===== src/rtl/fetch_pkg.sv =====
// Shared types and constants for the instruction fetch unit.
package fetch_pkg;

  typedef enum logic [1:0] {
    ST_FETCH  = 2'd0,
    ST_STALL  = 2'd1,
    ST_HALTED = 2'd2
  } fetch_state_e;

  localparam logic [31:0] PC_STEP = 32'd4;

  typedef struct packed {
    logic [31:0] pc;
    logic [31:0] instr;
  } entry_t;

endpackage


===== src/rtl/fetch_buffer.sv =====
// Prefetch FIFO of {pc, instr} entries; flush empties it and wins over push/pop.
module fetch_buffer import fetch_pkg::*; #(
  parameter int DEPTH = 2,
  localparam int PW = (DEPTH > 1) ? $clog2(DEPTH) : 1,
  localparam int CW = $clog2(DEPTH + 1)
) (
  input  logic          clk,
  input  logic          rst,
  input  logic          push,
  input  logic          pop,
  input  logic          flush,
  input  entry_t        push_entry,
  output entry_t        head,
  output logic [CW-1:0] count
);

  entry_t          mem_q [DEPTH];
  entry_t          mem_d [DEPTH];
  logic [PW-1:0]   rd_ptr_q, rd_ptr_d;
  logic [PW-1:0]   wr_ptr_q, wr_ptr_d;
  logic [CW-1:0]   count_q, count_d;

  always_comb begin
    mem_d    = mem_q;
    rd_ptr_d = rd_ptr_q;
    wr_ptr_d = wr_ptr_q;
    count_d  = count_q;
    if (flush) begin
      rd_ptr_d = '0;
      wr_ptr_d = '0;
      count_d  = '0;
    end else begin
      if (push) begin
        mem_d[wr_ptr_q] = push_entry;
        wr_ptr_d        = wr_ptr_q + PW'(1);
      end
      if (pop) begin
        rd_ptr_d = rd_ptr_q + PW'(1);
      end
      count_d = count_q + CW'(push) - CW'(pop);
    end
  end

  always_ff @(posedge clk or posedge rst) begin
    if (rst) begin
      for (int i = 0; i < DEPTH; i++) begin
        mem_q[i] <= '0;
      end
      rd_ptr_q <= '0;
      wr_ptr_q <= '0;
      count_q  <= '0;
    end else begin
      mem_q    <= mem_d;
      rd_ptr_q <= rd_ptr_d;
      wr_ptr_q <= wr_ptr_d;
      count_q  <= count_d;
    end
  end

  assign head  = mem_q[rd_ptr_q];
  assign count = count_q;

endmodule


===== src/rtl/fetch_unit.sv =====
// Instruction fetch: PC sequencing, prefetch buffer, redirect/halt control.
// Define FETCH_PERF_EN to add the perf_fetched / perf_stalls counters.
module fetch_unit import fetch_pkg::*; #(
  parameter logic [31:0] RESET_PC  = 32'h0000_0000,
  parameter int          BUF_DEPTH = 2
) (
  input  logic        clk,
  input  logic        rst,
  output logic [31:0] imem_addr,
  input  logic [31:0] imem_data,
  output logic [31:0] instr,
  output logic [31:0] instr_pc,
  output logic        instr_valid,
  input  logic        instr_ready,
  input  logic        redirect_valid,
  input  logic [31:0] redirect_pc,
  input  logic        halt,
  output logic [1:0]  fetch_state
`ifdef FETCH_PERF_EN
  ,
  output logic [31:0] perf_fetched,
  output logic [31:0] perf_stalls
`endif
);

  localparam int CW = $clog2(BUF_DEPTH + 1);

  // Handshake: an entry transfers on a rising edge where instr_valid && instr_ready;
  // instr/instr_pc are held stable while instr_valid is high and instr_ready is low.

  fetch_state_e  state_q, state_d;
  logic [31:0]   pc_q, pc_d;
  logic [CW-1:0] count;
  logic [CW-1:0] cnt_after;
  logic          push, deq, flush;
  entry_t        head;
  entry_t        push_entry;
  logic          unused_redirect_bits;

  assign unused_redirect_bits = ^redirect_pc[1:0];

  assign deq         = instr_valid && instr_ready;
  assign push_entry  = '{pc: pc_q, instr: imem_data};

  always_comb begin
    state_d   = state_q;
    pc_d      = pc_q;
    push      = 1'b0;
    flush     = 1'b0;
    cnt_after = count;
    if (redirect_valid) begin
      // Redirect beats halt and any pending dequeue; the flush empties everything.
      flush   = 1'b1;
      pc_d    = {redirect_pc[31:2], 2'b00};
      state_d = ST_FETCH;
    end else begin
      case (state_q)
        ST_FETCH: begin
          if (halt) begin
            state_d = ST_HALTED;
          end else begin
            push      = (count < CW'(BUF_DEPTH)) || deq;
            cnt_after = count + CW'(push) - CW'(deq);
            if ((cnt_after == CW'(BUF_DEPTH)) && !deq) begin
              state_d = ST_STALL;
            end
          end
        end
        ST_STALL: begin
          if (halt) begin
            state_d = ST_HALTED;
          end else if (deq) begin
            state_d = ST_FETCH;
          end
        end
        ST_HALTED: state_d = ST_HALTED;
        default:   state_d = ST_FETCH;
      endcase
      if (push) begin
        pc_d = pc_q + PC_STEP;
      end
    end
  end

  always_ff @(posedge clk or posedge rst) begin
    if (rst) begin
      state_q <= ST_FETCH;
      pc_q    <= {RESET_PC[31:2], 2'b00};
    end else begin
      state_q <= state_d;
      pc_q    <= pc_d;
    end
  end

  fetch_buffer #(
    .DEPTH (BUF_DEPTH)
  ) u_buf (
    .clk        (clk),
    .rst        (rst),
    .push       (push),
    .pop        (deq),
    .flush      (flush),
    .push_entry (push_entry),
    .head       (head),
    .count      (count)
  );

  assign imem_addr   = pc_q;
  assign instr       = head.instr;
  assign instr_pc    = head.pc;
  assign instr_valid = (count != '0);
  assign fetch_state = state_q;

`ifdef FETCH_PERF_EN
  logic [31:0] perf_fetched_q, perf_fetched_d;
  logic [31:0] perf_stalls_q, perf_stalls_d;

  always_comb begin
    perf_fetched_d = perf_fetched_q + 32'(push);
    perf_stalls_d  = perf_stalls_q + 32'(state_q == ST_STALL);
  end

  always_ff @(posedge clk or posedge rst) begin
    if (rst) begin
      perf_fetched_q <= '0;
      perf_stalls_q  <= '0;
    end else begin
      perf_fetched_q <= perf_fetched_d;
      perf_stalls_q  <= perf_stalls_d;
    end
  end

  assign perf_fetched = perf_fetched_q;
  assign perf_stalls  = perf_stalls_q;
`endif

endmodule


===== config.mk =====
export PLATFORM = sky130hd
export DESIGN_NAME = fetch_unit
export DESIGN_NICKNAME = d
export VERILOG_FILES = /design/src/rtl/fetch_pkg.sv /design/src/rtl/fetch_buffer.sv /design/src/rtl/fetch_unit.sv
export SDC_FILE = /design/constraint.sdc
export NUM_CORES = 1
export LEC_CHECK = 0
export BUFFER_PORTS_ARGS = -buffer_cell sky130_fd_sc_hd__buf_2
export CORE_ASPECT_RATIO = 1.1
export CORE_MARGIN = 3
export CORE_UTILIZATION = 49
export DETAILED_ROUTE_END_ITERATION = 12
export GPL_ROUTABILITY_DRIVEN = 0
export HOLD_SLACK_MARGIN = 0.15
export PLACE_DENSITY_LB_ADDON = 0.2
export RECOVER_POWER = 25
export SYNTH_ARGS = -nofsm -noshare
export SYNTH_HDL_FRONTEND = slang
export SYNTH_SLANG_ARGS = --single-unit

===== constraint.sdc =====
create_clock -name clk -period 4.7 [get_ports clk]
set_clock_uncertainty 0.1 [all_clocks]
set_input_delay 0.47 -clock clk [delete_from_list [all_inputs] [get_ports clk]]
set_output_delay 0.47 -clock clk [all_outputs]
set_load 0.02 [all_outputs]

==> results.py <==
metrics = {
    "die": {
        "die_h_microns": 136,
        "row_count": 46,
        "initial_core_util_pct": 51.1,
        "core_sq_mm": 0.0147,
        "die_w_microns": 124,
        "pin_count": 168,
        "die_area_sq_mm": 0.0168,
    },
    "clock_tree": {
        "numCtsBuffers": 17,
        "cts_setup_buffers": 0,
        "cts.sinks": 160,
        "cts_tree": "done",
        "htree_levels": 4,
        "cts_buffer_depth": 2,
        "clock_latency_ps": 420,
        "clk_pin_slew_ps": 70,
        "cts_root_buffer": "clkbuf_16",
    },
    "synthesis": {
        "syn_area_sq_mm": 0.00750,
        "synth_ff_type": "dfrtp_1",
        "synth_top_cell_area_share_pct": 53.4,
        "synth_edf_count": 0,
        "synth_area_leaders": "dfrtp_1 53%, mux2_2 27%, or4_1 2.4%, a31oi_1 1.8%, o31ai_1 1.5%",
        "seq_area_frac_synth_pct": 53.4,
        "syn_avg_cell_area_sq_um": 12.7,
        "synth_top_area_cell": "dfrtp_1",
        "synthArstFlopShare_pct": 100,
        "yosys_warnings": 0,
        "synth_cell_types": 40,
        "postSynthCellCount": 589,
        "synth_seq_cells": 160,
    },
    "cells_and_area": {
        "finalNetCount": 814,
        "nFillCells": 1167,
        "drive_gt1_share_pct": 51.7,
        "areaGrowthSynthToFinish_pct": 21.0,
        "final_common_cell": "mux2_2",
        "layout_common_cells": "181 x mux2_2, 161 x buf_2, 159 x dfrtp_1, 28 x nor2_1",
    },
    "worst_setup_path": {
        "timing.rr.end": "u_buf.mem_q[69]$_DFFE_PP0P_",
        "rr_startpoint": "fetch_state[0]$_DFFE_PP0P_",
        "worstSetupPathType": "reg2out",
        "required_ps": 4130,
        "critPathArrivalTime_ps": 2460,
        "cp-end-kind": "primary output",
        "startpoint": "u_buf.rd_ptr_q$_DFFE_PP0P_",
        "crit_fanout": 41,
        "regToRegSetupSlack_ps": 1840,
        "startpoint_type": "register",
        "r2r_cells": 5,
    },
    "detailed_routing": {
        "drc": 0,
        "drtAntennaViolNets": 0,
        "drtIter0Drc": 202,
        "wl_per_cell_microns": 17.8,
        "drt-total-wl_microns": 16800,
        "viasPerCell": 5.54,
        "route.vias.total": 5251,
        "dr.pass1.iters": 4,
    },
    "power": {
        "p_leak_nw": 3.99,
        "worst_ir_drop_vdd_uv": 316,
        "total_power_mw": 5.89,
        "p_per_area_mw_per_mm2": 649,
    },
    "sta": {
        "max_slew.worst_pin.slew_ps": 1020,
        "max_freq_mhz": 330,
        "hold_viol_final": 0,
        "holdWs_ps": 169,
        "slew_violations": 0,
        "relSlewSlack_pct": 32.3,
        "period_minus_slack_ps": 3030,
        "finalSetupViolCount": 0,
        "fin_crit_sh_pct": 64.5,
        "rsz0062_at_grt": "false",
        "finalSetupTns_ps": 0,
    },
    "hold_path": {
        "min_path_cells": 3,
        "min_path_type": "in2reg",
        "hold_end": "imem_addr[2]$_DFFE_PP0P_",
        "holdCritStartpoint": "redirect_pc[2]",
    },
    "global_routing": {
        "grt_overflow": 0,
        "antenna_found_initial": 2,
        "grt_use_total_pct": 20.4,
        "grt_pass1_vias": 5475,
        "grt_max_degree": 161,
        "grt_pass1_wl_microns": 26900,
    },
    "placement": {
        "portBuffers": 161,
        "dp_hpwl_microns": 11500,
    },
    "flow_run": {
        "max-cap-violations": 0,
    },
    "status": {
        "outcome": "finished clean",
    },
}
-- critical path: stages (launching register included) --
cell and delay, ps:
dfrtp_2 1030, buf_4 460, mux2_2 390, buf_2 160
-- state kept, by name (all words and copies together) (netlist names) --
| name | flops |
|---|---|
| u_buf.wr_ptr_q | 1 |
| u_buf.count | 2 |
| fetch_state | 2 |
| u_buf.mem_q | 124 |
| u_buf.rd_ptr_q | 1 |
| imem_addr | 30 |
-- cells by family (layout without fill, tap and decap cells) --
logic type	Yosys count	count (layout)	synth area share, %
AO/OA/AOI/OAI	53	53	4.47
XOR/XNOR	11	11	1.28
adder cells (fa/ha/maj)	4	4	0.667
buffers and inverters	47	209	2.74
flip-flops	160	160	53.4
multiplexers	188	188	28.2
other	1	5	0.0500
AND/OR/NAND/NOR	125	125	9.22
-- through the flow --
stage	cell area [sq um]	utilization [%]	std cells	worst slack [ps]
finish	9070	61.8	947	1670
global route	9070	61.8	946	1530
CTS	9070	61.8	946	1590
detailed placement	8450	57.6	912	1740
global placement	8450	57.6	912	1780
floorplan	7520	-	592	2100
-- where the power goes --
group	switching (mW)	internal (mW)	total [mW]
registers	0.363	1.94	2.30
logic	1.12	1.10	2.22
clock network	0.543	0.825	1.37
-- what timing repair did --
item	in CTS	in global routing
hold buffers	2	0
endpoints found under the hold margin	2	0
gates resized for setup	0	0
-- metal layers --
layer  part of all wire [%]  global-route usage [%]  vias up
li1                       -                       -     2464
met5                  0.042                       0        -
met4                    1.6                    7.91        2
met3                    5.5                    4.93       24
met2                     50                    34.3      141
met1                     42                    25.4     2620
-- cell type report --
type,count,area [sq um],share of cell area [%]
timing repair buffer,169,883,9.74
inverter,8,31.3,0.345
multi-input combinational,385,3310,36.5
clock buffer,20,467,5.14
antenna,1,2.50,0.0276
clock inverter,12,131,1.45
sequential,160,4010,44.1
tap,192,240,2.65
-- synthesized netlist by cell type, types with 2 or more instances --
master      n
mux2_2    181
dfrtp_1   160
nor2_1     28
nand2_1    25
or4_1      24
clkbuf_1   22
a31oi_1    21
o31ai_1    15
o21ai_0    14
buf_2      11
nand4_1    10
nand3_1     9
or3_1       7
xor2_1      7
inv_1       6
mux2_1      5
buf_4       4
ha_1        4
xnor2_1     4
and3_1      3
nor3_1      3
nor4_1      3
buf_1       2
clkinv_1    2
mux2i_1     2
nor2b_1     2
or2_2       2
-- how the worst max path moves through the flow --
stage / endpoint / cells after the start
final: instr[12] / 3
after CTS: instr[4] / 3
after global routing: instr[4] / 3
after detailed placement: u_buf.mem_q[69]$_DFFE_PP0P_ / 6
after global placement: u_buf.mem_q[66]$_DFFE_PP0P_ / 6
after floorplan: fetch_state[0]$_DFFE_PP0P_ / 1
Power figures use the tool's default switching activity.
